[src/rtl/fetch_stage.sv]
// Instruction fetch stage: drives a single-outstanding-request instruction
// memory port and feeds the IF/ID pipeline register. A one-entry skid buffer
// absorbs a response that lands while decode is stalled, and a DROP state
// swallows the stale response of a request overtaken by a redirect.
module fetch_stage #(
   parameter logic [31:0] RESET_PC  = 32'h0000_0000,
   parameter logic [31:0] NOP_INSTR = 32'h0000_0013
) (
   input  logic        clk,
   input  logic        reset,
   input  logic        stallD,
   input  logic        flushD,
   input  logic        pcSrcE,
   input  logic [31:0] pcTargetE,
   output logic        imemReq,
   output logic [31:0] imemAddr,
   input  logic        imemAck,
   input  logic [31:0] imemRdata,
   output logic [31:0] instrD,
   output logic [31:0] pcD,
   output logic [31:0] pcPlus4D,
   output logic        validD
);

   typedef enum logic [1:0] {REQ, HOLD, DROP} state_t;

   state_t      state;
   logic [31:0] pc_f;
   logic [31:0] drop_addr;
   logic [31:0] skid_instr;
   logic [31:0] pc_plus4;
   logic [31:0] target;
   logic        ack;
   logic        take_resp;
   logic        take_skid;
   logic        to_hold;
   logic        stay_hold;
   logic        to_drop;

   assign pc_plus4 = pc_f + 32'd4;
   assign target   = pcTargetE & 32'hFFFF_FFFC;
   // While a stale request drains, the bus must keep showing its address
   assign imemAddr = (state == DROP) ? drop_addr : pc_f;

   // Decode this cycle's fetch decision from state, handshake and pipeline controls
   always_comb begin
      ack       = imemReq & imemAck;
      take_resp = (state == REQ)  && ack && !pcSrcE && !flushD && !stallD;
      take_skid = (state == HOLD) && !pcSrcE && !flushD && !stallD;
      to_hold   = (state == REQ)  && ack && stallD && !flushD && !pcSrcE;
      stay_hold = (state == HOLD) && stallD && !flushD && !pcSrcE;
      // Only a genuinely outstanding request needs draining after a redirect
      to_drop   = (state == REQ)  && pcSrcE && imemReq && !imemAck;
   end

   // FSM state, fetch PC and the registered request flag
   always_ff @(posedge clk or posedge reset) begin
      if (reset) begin
         state   <= REQ;
         pc_f    <= RESET_PC;
         imemReq <= 1'b0;
      end else begin
         // No new request while a buffered instruction waits for decode
         imemReq <= !(to_hold || stay_hold);
         if (pcSrcE)
            pc_f <= target;
         else if (take_resp || take_skid)
            pc_f <= pc_plus4;
         case (state)
            REQ: begin
               if (to_drop)
                  state <= DROP;
               else if (to_hold)
                  state <= HOLD;
            end
            HOLD: begin
               if (!stay_hold)
                  state <= REQ;
            end
            DROP: begin
               if (imemAck)
                  state <= REQ;
            end
            default: state <= REQ;
         endcase
      end
   end

   // IF/ID register: flush inserts a bubble, stall holds, otherwise advance
   always_ff @(posedge clk or posedge reset) begin
      if (reset) begin
         instrD   <= NOP_INSTR;
         pcD      <= 32'd0;
         pcPlus4D <= 32'd0;
         validD   <= 1'b0;
      end else if (flushD) begin
         instrD <= NOP_INSTR;
         validD <= 1'b0;
      end else if (!stallD) begin
         if (take_resp) begin
            instrD   <= imemRdata;
            pcD      <= pc_f;
            pcPlus4D <= pc_plus4;
            validD   <= 1'b1;
         end else if (take_skid) begin
            instrD   <= skid_instr;
            pcD      <= pc_f;
            pcPlus4D <= pc_plus4;
            validD   <= 1'b1;
         end else begin
            instrD <= NOP_INSTR;
            validD <= 1'b0;
         end
      end
   end

   // Skid word and drained-request address are qualified by state, so no reset
   always_ff @(posedge clk) begin
      if (to_hold)
         skid_instr <= imemRdata;
      if (to_drop)
         drop_addr <= pc_f;
   end

endmodule

[config.mk]
export PLATFORM = sky130hd
export DESIGN_NAME = fetch_stage
export DESIGN_NICKNAME = d
export VERILOG_FILES = /design/src/rtl/fetch_stage.sv
export SDC_FILE = /design/constraint.sdc
export NUM_CORES = 1
export LEC_CHECK = 0
export ABC_AREA = 1
export BUFFER_PORTS_ARGS = -buffer_cell sky130_fd_sc_hd__buf_2
export CAP_MARGIN = 20
export CORE_MARGIN = 1
export CORE_UTILIZATION = 45
export CTS_BUF_LIST = sky130_fd_sc_hd__clkbuf_8
export DETAILED_ROUTE_END_ITERATION = 8
export PLACE_DENSITY = 0.69
export SYNTH_ARGS = -nofsm -noshare
export SYNTH_HDL_FRONTEND = slang
export SYNTH_SLANG_ARGS = --single-unit
[constraint.sdc]
create_clock -name clk -period 4.79 [get_ports clk]
set_input_delay 0 -clock clk [delete_from_list [all_inputs] [get_ports clk]]
set_output_delay 0 -clock clk [all_outputs]
set_load 0.02 [all_outputs]
## Word level (Yosys, flattened, before mapping)

Cells that the tools add are included.

- Bitwise operators: 3
- Equality and inequality tests: 6
- Muxes and demuxes: 20
- $add $sub $neg: 1
- Reductions and logical operators: 28

Operators with widths:

| kind | count |
|---|---|
| $mux 32 | 11 |
| $add 32x3->32 const B | 1 |
| $logic_and 1x1->1 | 16 |
| $mux 2 | 4 |
| $pmux 2 s3 | 1 |
| $reduce_and 3->1 | 2 |
| $logic_not 1->1 | 5 |
| $mux 1 | 4 |
| $ne 2x2->1 const B | 2 |
| $reduce_bool 2->1 | 2 |
| $ne 3x3->1 const B | 1 |
| $eq 2x1->1 const B | 1 |
| $eq 2x2->1 const B | 1 |
| $logic_not 2->1 | 1 |
| $logic_or 1x1->1 | 2 |
| $ne 2x1->1 const B | 1 |
| $not 1->1 | 2 |
| $and 1x1->1 | 1 |

- Register bits: 196

## Logic depth before layout (Yosys ltp)

Gate-level depths: netlist of run 1.

- Depth in word-level cells: 8
- Depth in mapped cells: 10

## Least setup slack after synthesis of run 1

No wires, ideal clock.

- Path kind: flip-flop to flip-flop
- From: reg state[0]
- To: reg skid_instr[0] (enable)
- Setup time: 0.461 ns
- Path slack: 1.472 ns
- Path buffers: 1
- Period minus slack after synthesis: 3.318 ns
- Arrival time: 2.856 ns
- Stages on the path, launching flop included: 5
- Cells stage by stage: dfrtp_1 > buf_2 > nor2_1 > nand3_1 > nor3_1

- Longest elaborated chain between the ends: 5

RTL lines:

| element | RTL line | RTL |
|---|---|---|
| start: declaration | 27 | `state_t state;` |
| start signal: assignment | 59 | `state <= REQ;` |
| start signal: assignment | 72 | `state <= DROP;` |
| start signal: assignment | 74 | `state <= HOLD;` |
| $logic_not 2->1 | 50 | `to_hold = (state == REQ) && ack && stallD && !flushD && !pcSrcE;` |
| $logic_and 1x1->1 (4 in a row) | 50 |  |
| named net to_hold | 36 | `logic to_hold;` |
| end signal: assignment | 120 | `skid_instr <= imemRdata;` |
| end: declaration | 30 | `logic [31:0] skid_instr;` |

The timed path passes the listed nets, and every way through them passes these cells.
A chain may end at the register's enable or synchronous reset.

## Worst setup path in the final report of run 1

- From: reg state[1]
- To: reg pc_f[2]

- Longest elaborated chain between the ends: 7
- Elaborated cells between the ends (all ways): 11
- Those cells by class: eq/ne: 1; reduce/logical: 10

RTL lines:

| element | RTL line | RTL |
|---|---|---|
| $logic_not 2->1 | 48 | `take_resp = (state == REQ) && ack && !pcSrcE && !flushD && !stallD;` |
| $logic_and 1x1->1 (4 in a row) | 48 |  |
| $logic_or 1x1->1 (*) | 67 | `else if (take_resp \|\| take_skid)` |
| $reduce_bool 2->1 (no line) (*) | - |  |
| end signal: assignment | 66 | `pc_f <= target;` |
| end signal: assignment | 68 | `pc_f <= pc_plus4;` |
| end: declaration | 28 | `logic [31:0] pc_f;` |

Every way passes the cells marked *; elsewhere a longest branch is shown, timed or not.

==> results of run 1 <==
## worst paths after layout
check / from / endpoint / slack [ps] / depth (start not counted)
setup / recovery: state[1]$_DFFE_PP0P_ / pc_f[2]$_DFFE_PP0P_ / 2100 / 8
hold / removal: flushD / instrD[0]$_DFFE_PP1P_ / 40 / 5
setup reg to reg: state[1]$_DFFE_PP0P_ / pc_f[2]$_DFFE_PP0P_ / 2100 / 8
hold reg to reg: pcPlus4D[16]$_DFFE_PP0P_ / pcPlus4D[16]$_DFFE_PP0P_ / 480 / 2
max in group asynchronous: reset / pcD[19]$_DFFE_PP0P_ / 3440 / 4
min in group asynchronous: reset / instrD[13]$_DFFE_PP0P_ / 210 / 3
## layout make-up
cell class | instances | area [um2]
clock buffer | 18 | 248
clock inverter | 14 | 145
fill | 1540 | 7140
inverter | 49 | 189
multi-input combinational | 616 | 2790
sequential | 188 | 5020
tap | 225 | 282
timing repair buffer | 265 | 1730
## layer usage
layer | vias up | track usage
li1 | 3407 | -
met1 | 3289 | 0.327
met2 | 261 | 0.390
met3 | 25 | 0.0522
met4 | 0 | 0.0757
met5 | - | 0
## flip-flops by register name (all words and copies together) (netlist names)
| signal | cells |
|---|---|
| instrD | 32 |
| skid_instr | 32 |
| drop_addr | 30 |
| pcD | 30 |
| pcPlus4D | 30 |
| pc_f | 30 |
| state | 2 |
| imemReq | 1 |
| validD | 1 |
## per-stage QoR
step / setup WS [ps] / area [um2]
after global placement: 1990 / 9280
after floorplan: 1440 / 8210
after global routing: 1890 / 10400
after detailed placement: 1990 / 9310
after CTS: 1450 / 10300
final: 2100 / 10400
## cells in the final DEF (no fill, tap or decap)
| cell | instances |
|---|---|
| sky130_fd_sc_hd__bufinv_16 | 2 |
| sky130_fd_sc_hd__a21oi_1 | 21 |
| sky130_fd_sc_hd__nand2_2 | 2 |
| sky130_fd_sc_hd__o21bai_1 | 5 |
| sky130_fd_sc_hd__dfstp_2 | 3 |
| sky130_fd_sc_hd__xnor2_1 | 5 |
| sky130_fd_sc_hd__clkinv_4 | 4 |
| sky130_fd_sc_hd__nor2_1 | 61 |
| sky130_fd_sc_hd__buf_4 | 7 |
| sky130_fd_sc_hd__o21a_1 | 1 |
| sky130_fd_sc_hd__clkinv_2 | 2 |
| sky130_fd_sc_hd__nor3_4 | 1 |
| sky130_fd_sc_hd__nand2_4 | 1 |
| sky130_fd_sc_hd__clkinv_1 | 1 |
| sky130_fd_sc_hd__nand2_1 | 327 |
| sky130_fd_sc_hd__o21ai_0 | 24 |
| sky130_fd_sc_hd__nor3_2 | 1 |
| sky130_fd_sc_hd__xor2_1 | 1 |
| sky130_fd_sc_hd__clkinvlp_4 | 2 |
| sky130_fd_sc_hd__buf_2 | 191 |
| sky130_fd_sc_hd__inv_1 | 47 |
| sky130_fd_sc_hd__nor3_1 | 1 |
| sky130_fd_sc_hd__ha_1 | 1 |
| sky130_fd_sc_hd__clkbuf_8 | 18 |
| sky130_fd_sc_hd__conb_1 | 6 |
| sky130_fd_sc_hd__nand4_1 | 29 |
| sky130_fd_sc_hd__inv_6 | 3 |
| sky130_fd_sc_hd__dlygate4sd3_1 | 64 |
| sky130_fd_sc_hd__inv_2 | 2 |
| sky130_fd_sc_hd__buf_16 | 3 |
| sky130_fd_sc_hd__and2_1 | 3 |
| sky130_fd_sc_hd__nand3_1 | 109 |
| sky130_fd_sc_hd__dfrtp_1 | 123 |
| sky130_fd_sc_hd__nor2_2 | 4 |
| sky130_fd_sc_hd__mux2_2 | 13 |
| sky130_fd_sc_hd__edfxtp_1 | 62 |
## logic make-up (layout without fill, tap and decap cells)
| logic type | Yosys count | after routing | synth area share |
|---|---|---|---|
| and+or+nand+nor | 539 | 539 | 0.277 |
| DFF | 188 | 188 | 0.613 |
| buffers and inverters | 98 | 346 | 0.0509 |
| AOI/OAI and AO/OA | 51 | 51 | 0.0330 |
| muxes | 13 | 13 | 0.0179 |
| xor gates and xnor gates | 6 | 6 | 0.00642 |
| adders and majority gates | 1 | 1 | 0.00153 |
| other | 1 | 6 | 0.000458 |
## report_power, final
group	switching, uW	internal [uW]
Sequential	141	1870
Combinational	600	331
Clock	574	479
Total	1310	2680
## worst max-delay path, cell delays in order (launching register included)
cell,delay [ps]
sky130_fd_sc_hd__dfrtp_1,420
sky130_fd_sc_hd__inv_1,760
sky130_fd_sc_hd__nand2_1,130
sky130_fd_sc_hd__nand2_1,180
sky130_fd_sc_hd__nand2_4,60
sky130_fd_sc_hd__inv_2,600
sky130_fd_sc_hd__nand2_1,230
sky130_fd_sc_hd__nand3_1,120
sky130_fd_sc_hd__nand2_1,70
==> impl_summary.md, run 1 <==
Cells and area
The area overhead of the layout relative to synthesis is 27.0%. Of the cells placed in the final design, the portion with a size suffix greater than 1 is 0.225. The utilization after layout is 0.593.

0 antenna diodes ended up in the layout. The post-layout net count is 1208. For this run, the number of standard cells in the final layout without fillers is 1375.

Drt
The total vias in the final route is 6982. In the detailed route, the total length drawn on met2 is 10.1 mm. Dividing the detail-routed wire length by the instance count gives 15.8 um. The detailed route wirelength on metal3 is 1.44 mm. The detail route stage leaves a number of antenna-violating nets equal to 0. The highest routed metal layer is met4. For this block, the routed nets add up to 21.7 mm of wire.

The starting DRC count in detailed routing is 526. Using the TritonRoute via totals, the vias-per-cell ratio works out to 5.08. For this run, the detailed router's first-pass iteration total came to 7. The detailed router put a total of 9.81 mm of wire on met1. After detailed routing, the number of remaining DRC violations is 0.

Timing
The worst hold-check slack is 42.0 ps. The final-report max-slew violation count is 0. Setup violations remaining at the end of the flow were counted as 0.

After routing, the total negative slack on setup checks comes to 0 ps. Setup repair after global routing left no endpoint under its margin. The share of the cycle needed by the critical path after routing is 0.562. The largest clock skew in the final design is 11.2 ps. At the pin with the least slew margin, the transition time is 1090 ps. Based on the critical path, the design can be clocked at up to 371 MHz. The worst pin sits at a relative slew slack of 0.274. The smallest clock period supported by the final layout is computed as 2690 ps.

The hold violation count in the final report is 0.

Floorplan
The area enclosed by the die boundary is 18700 um2. The area of the core is 17500 um2. For this design the top-level I/O count stands at 200.

The initialized floorplan defines 48 standard-cell rows. The die extent in x is 137 um. The initial utilization of the core area, before any placement, comes to 0.467. The height of the chip is 137 um.

Clock tree
The CTS tree is built. The CTS sink count is 188. Buffers inserted during clock tree synthesis total 17. Clock tree synthesis selected as its root buffer the cell sky130_fd_sc_hd__clkbuf_8.

The quantity of gates resized following cts is 0. The H-tree depth is 4. The total setup buffers inserted after CTS is 0. The latest clock arrival within the worst-skew pair is 460 ps. The cts-stage hold buffer count is 64. Clock-pin slew was measured on the worst setup and hold paths at 100 ps. The clock passes through at most 2 buffers.

Setup path
STA classifies the critical path startpoint as a flip-flop. The endpoint required time on the critical path is 5140 ps. The critical path class is flip-flop to flip-flop. The critical path capture point type is a flip-flop. Along the worst path, the maximum fanout reaches 43.

The worst path arrival time is 3040 ps.

Logic synthesis
Ranked by instance count, the synthesized netlist is headed by sky130_fd_sc_hd__nand2_1, sky130_fd_sc_hd__dfrtp_1, sky130_fd_sc_hd__nand3_1, sky130_fd_sc_hd__edfxtp_1, sky130_fd_sc_hd__nor2_1. Synthesis produced a netlist whose cell count is 897. For this run, the leading register cell type out of synthesis is sky130_fd_sc_hd__dfrtp_1. The largest total area in the synthesized netlist belongs to sky130_fd_sc_hd__dfrtp_1. Counting flops and latches in the post-synthesis netlist gives 188. By instance count, the leading cell after synthesis is sky130_fd_sc_hd__nand2_1. The Yosys step of the flow raised 0 warnings. The async set or reset register ratio after synthesis is 0.670.

By area the synthesized netlist is led by sky130_fd_sc_hd__dfrtp_1, sky130_fd_sc_hd__edfxtp_1, sky130_fd_sc_hd__nand2_1. The synthesized design contains 62 enable-type register cells. The synthesized cell area is 8190 um2.

The number of different library cells in the post-synthesis netlist is 27. Each instance of the synthesized netlist takes up on average 9.13 um2. For this run, the register share of the synthesized area comes to 0.613. Of the post-synthesis cell area, the dominant cell type holds 0.376.

Global route
The number of antenna violations at the first check in global routing is 0. Entering global routing, the biggest net connects 108 pins. The total grt overflow is 0. The via count of the first global-routing pass was 6660. The first global-routing pass estimated 34.3 mm of wire. In the global route stage, overall resource usage came out at 0.242.

Placed design
After detailed placement, the design holds a cell count of 1277. The detailed placer's ending HPWL is 14.0 mm. Buffers placed on the I/O ports in this run total 191. The last weighted congestion value of the routability-driven placer is 0.895.

Run status
The flow ran to the end, and the final reports show no timing, DRC or antenna violations.

Min path
The tightest min-delay check is of the input pin to flip-flop type.

Flow run
The number of maximum-capacitance constraint violations is 0.

Power
The maximum resistive drop on vdd is 192 uV. Dividing total power by cell area gives a power density of 384 nW/um2. Overall power consumption after layout is estimated at 3990 uW. The standby leakage power is 0.00516 uW.
Note: power is estimated with default switching activity, not from simulation.
==> run 2: changes to the inputs <==
==> constraint.sdc (replaced) <==
create_clock -name clk -period 2.8 [get_ports clk]
set_input_delay 0 -clock clk [delete_from_list [all_inputs] [get_ports clk]]
set_output_delay 0 -clock clk [all_outputs]
set_load 0.02 [all_outputs]
==> impl_summary.md, run 2 (synthesized netlist as in run 1, its figures left out) <==
Power
The standby leakage power is 0.00518 uW. The portion of total power attributed to combinational logic is 0.234. The maximum resistive drop on vdd is 506 uV. Summed over all nets, the switching power comes to 2280 uW. Of the total power, the clock network draws 0.266.

The overall power after layout is 6840 uW. Of the total power, the share spent switching nets is 0.333. Cell internal power was estimated by the tool at 4560 uW. The sequential share of power is 0.500. The ratio of total power to cell area is 655 nW/um2.

Placed design
The detailed placer's ending HPWL is 14.2 mm. Routability-driven placement finished with a final weighted congestion of 0.904. In this run the tool buffered the top-level ports with 191 buffer cells.

Drt
Using the TritonRoute via totals, the vias-per-cell ratio works out to 5.09. The starting DRC count in detailed routing is 431. The total vias in the final route is 7046. The remaining antenna violation count after routing is 0. After detailed routing, the number of remaining DRC violations is 0. The routed design has 21.6 mm of wire.

The wire length per cell is 15.6 um. The first TritonRoute pass finished after 5 iterations.

Timing
The sum of negative setup slack is 0 ps. In the finished design, the share of the clock period the worst path needs comes to 0.774. The slew of the pin with the lowest slew margin is 774 ps. The post-route minimum period is 2170 ps. Setup violations remaining at the end of the flow were counted as 0. The hold violation count in the final report came to 0.

The final-report max-slew violation count is 0. Derived from the worst setup path, the maximum achievable clock frequency is 461 MHz. The largest clock skew in the final design is 18.7 ps. Headroom to the max-slew limit came out at 0.483.

Setup repair after global routing left no endpoint under its margin.

Cells and area
Summing all multi-input logic gate instances after layout gives 2790 um2. The commonest non-fill, non-tap cell in the layout is sky130_fd_sc_hd__nand2_1. The library cells used most frequently in the layout, excluding fill and tap cells, are sky130_fd_sc_hd__nand2_1, sky130_fd_sc_hd__buf_2, sky130_fd_sc_hd__dfrtp_1.

The area overhead of the layout relative to synthesis is 27.5%. Summing all flip-flop and latch instances after layout gives 5020 um2. In the final layout, the registers with the most flip-flops are instrD (32), skid_instr (32).

The final layout contains 1215 nets. The filler cells instantiated in the layout total 1532. In the final layout, the share of cells above drive strength 1 is 0.227.

Floorplan
The site row count is 48. The area of the core is 17500 um2. The area enclosed by the die boundary is 18700 um2. The height of the chip is 137 um. The initial utilization of the core area, before any placement, comes to 0.467. During I/O placement, the number of pins put on the boundary was 200. The die extent in x is 137 um.

Setup path
STA puts the critical path data arrival time at 2170 ps. STA puts the critical path data required time at 2800 ps. The worst setup path is of the flip-flop to output pin kind. Of all nets on the critical path, the largest fanout is 47. The beginning of the worst register-to-register path is state[0]$_DFFE_PP0P_. STA classifies the critical path endpoint as an output pin. The launching element type of the critical path is a flip-flop. The worst reg2reg path depth is 8. Across all register-to-register paths, the minimum setup slack is 820 ps. The endpoint identified for the worst register-to-register timing path is pc_f[9]$_DFFE_PP0P_.

Min path
The tightest min-delay check is of the input pin to flip-flop type. The sink of the worst hold path is instrD[0]$_DFFE_PP1P_. Counting instances, the worst hold path has a depth of 5. In this run the most critical hold path is launched from pcSrcE.

Global route
Entering global routing, the biggest net connects 108 pins. The wire length of the first global-routing pass is 33.8 mm. The number of antenna violations at the first check in global routing is 1. For this run, the total global-route usage over all layers was measured as 0.237.

For this run the aggregate overflow at the end of global routing stands at 0. The via count of the first global-routing pass is 6670.

Clock tree
Gates resized during post-CTS repair numbered 0. The clock passes through at most 2 buffers. The H-tree was split into 4 levels. Clock tree synthesis inserted a total of 17 buffers. The later pin in the worst-skew pair is clocked with a latency of 470 ps. Clock tree synthesis selected as its root buffer the cell sky130_fd_sc_hd__clkbuf_8. The CTS sink count is 188. The CTS tree is built. The clock slew seen by the registers of the worst setup and hold paths is 90 ps.

Run status
The flow ran to the end, and the final reports show no timing, DRC or antenna violations.

Flow run
The number of maximum-capacitance constraint violations is 0.
[run 2: cell types whose count changed in the layout (fill, tap and decap cells not counted), sizes merged]
cell	previous run	this run
buf	201	205
clkbuf	18	17
clkinv	7	5
clkinvlp	2	3
diode	0	1
dlygate4sd3	64	67
inv	52	54
[run 2: cell type report]
class | instances | share of cell area
Antenna cell | 1 | 0.000240
Timing Repair Buffer | 272 | 0.169
Clock inverter | 15 | 0.0153
Inverter | 49 | 0.0180
Multi-Input combinational cell | 616 | 0.267
Tap cell | 225 | 0.0269
Sequential cell | 188 | 0.480
Clock buffer | 17 | 0.0224
[run 2: power groups by stage]
stage | Combinational (uW) | Clock, uW | Sequential [uW]
finish | 1600 | 1820 | 3430
global route | 1770 | 1950 | 3470
CTS | 1610 | 1850 | 3420
detailed placement | 1530 | 0 | 3480
global placement | 1510 | 0 | 3470
floorplan | 648 | 0 | 3770
[run 2: worst max path at each step]
stage | from | endpoint
global route | state[0]$_DFFE_PP0P_ | imemAddr[17]
detailed placement | state[0]$_DFFE_PP0P_ | pc_f[9]$_DFFE_PP0P_
floorplan | state[0]$_DFFE_PP0P_ | skid_instr[0]$_DFFE_PP_
global placement | state[0]$_DFFE_PP0P_ | pc_f[9]$_DFFE_PP0P_
finish | state[0]$_DFFE_PP0P_ | imemAddr[17]
CTS | state[0]$_DFFE_PP0P_ | imemAddr[15]
[run 2: metal layers]
metal,GRT usage,up-vias,part of all wire,wire (um)
met5,0,-,0,0
met4,0.0922,0,0.024,518
met3,0.0685,39,0.079,1700
met2,0.366,281,0.46,9880
met1,0.315,3302,0.44,9460
li1,-,3424,-,-
[run 2: through the flow]
step,hold slack (ps),std cells,utilization,cell area (um2),worst slack (ps)
CTS,104,1382,0.596,10400,606
floorplan,98.9,902,-,8220,455
global route,138,1383,0.596,10400,464
global placement,173,1283,0.535,9380,836
detailed placement,175,1283,0.535,9380,804
finish,119,1383,0.596,10400,632
[run 2: critical path: stages, from the launching register on]
cell,delay [ps]
sky130_fd_sc_hd__dfrtp_1,560
sky130_fd_sc_hd__inv_1,70
sky130_fd_sc_hd__nand2_1,80
sky130_fd_sc_hd__buf_4,420
sky130_fd_sc_hd__mux2_2,400
sky130_fd_sc_hd__buf_2,160
[run 2: repair_timing]
action / CTS / global route
endpoints found under the hold margin: 125 / 0
buffers inserted: 0 / 0
endpoints found under the setup margin: 0 / 0
hold buffers: 67 / 0
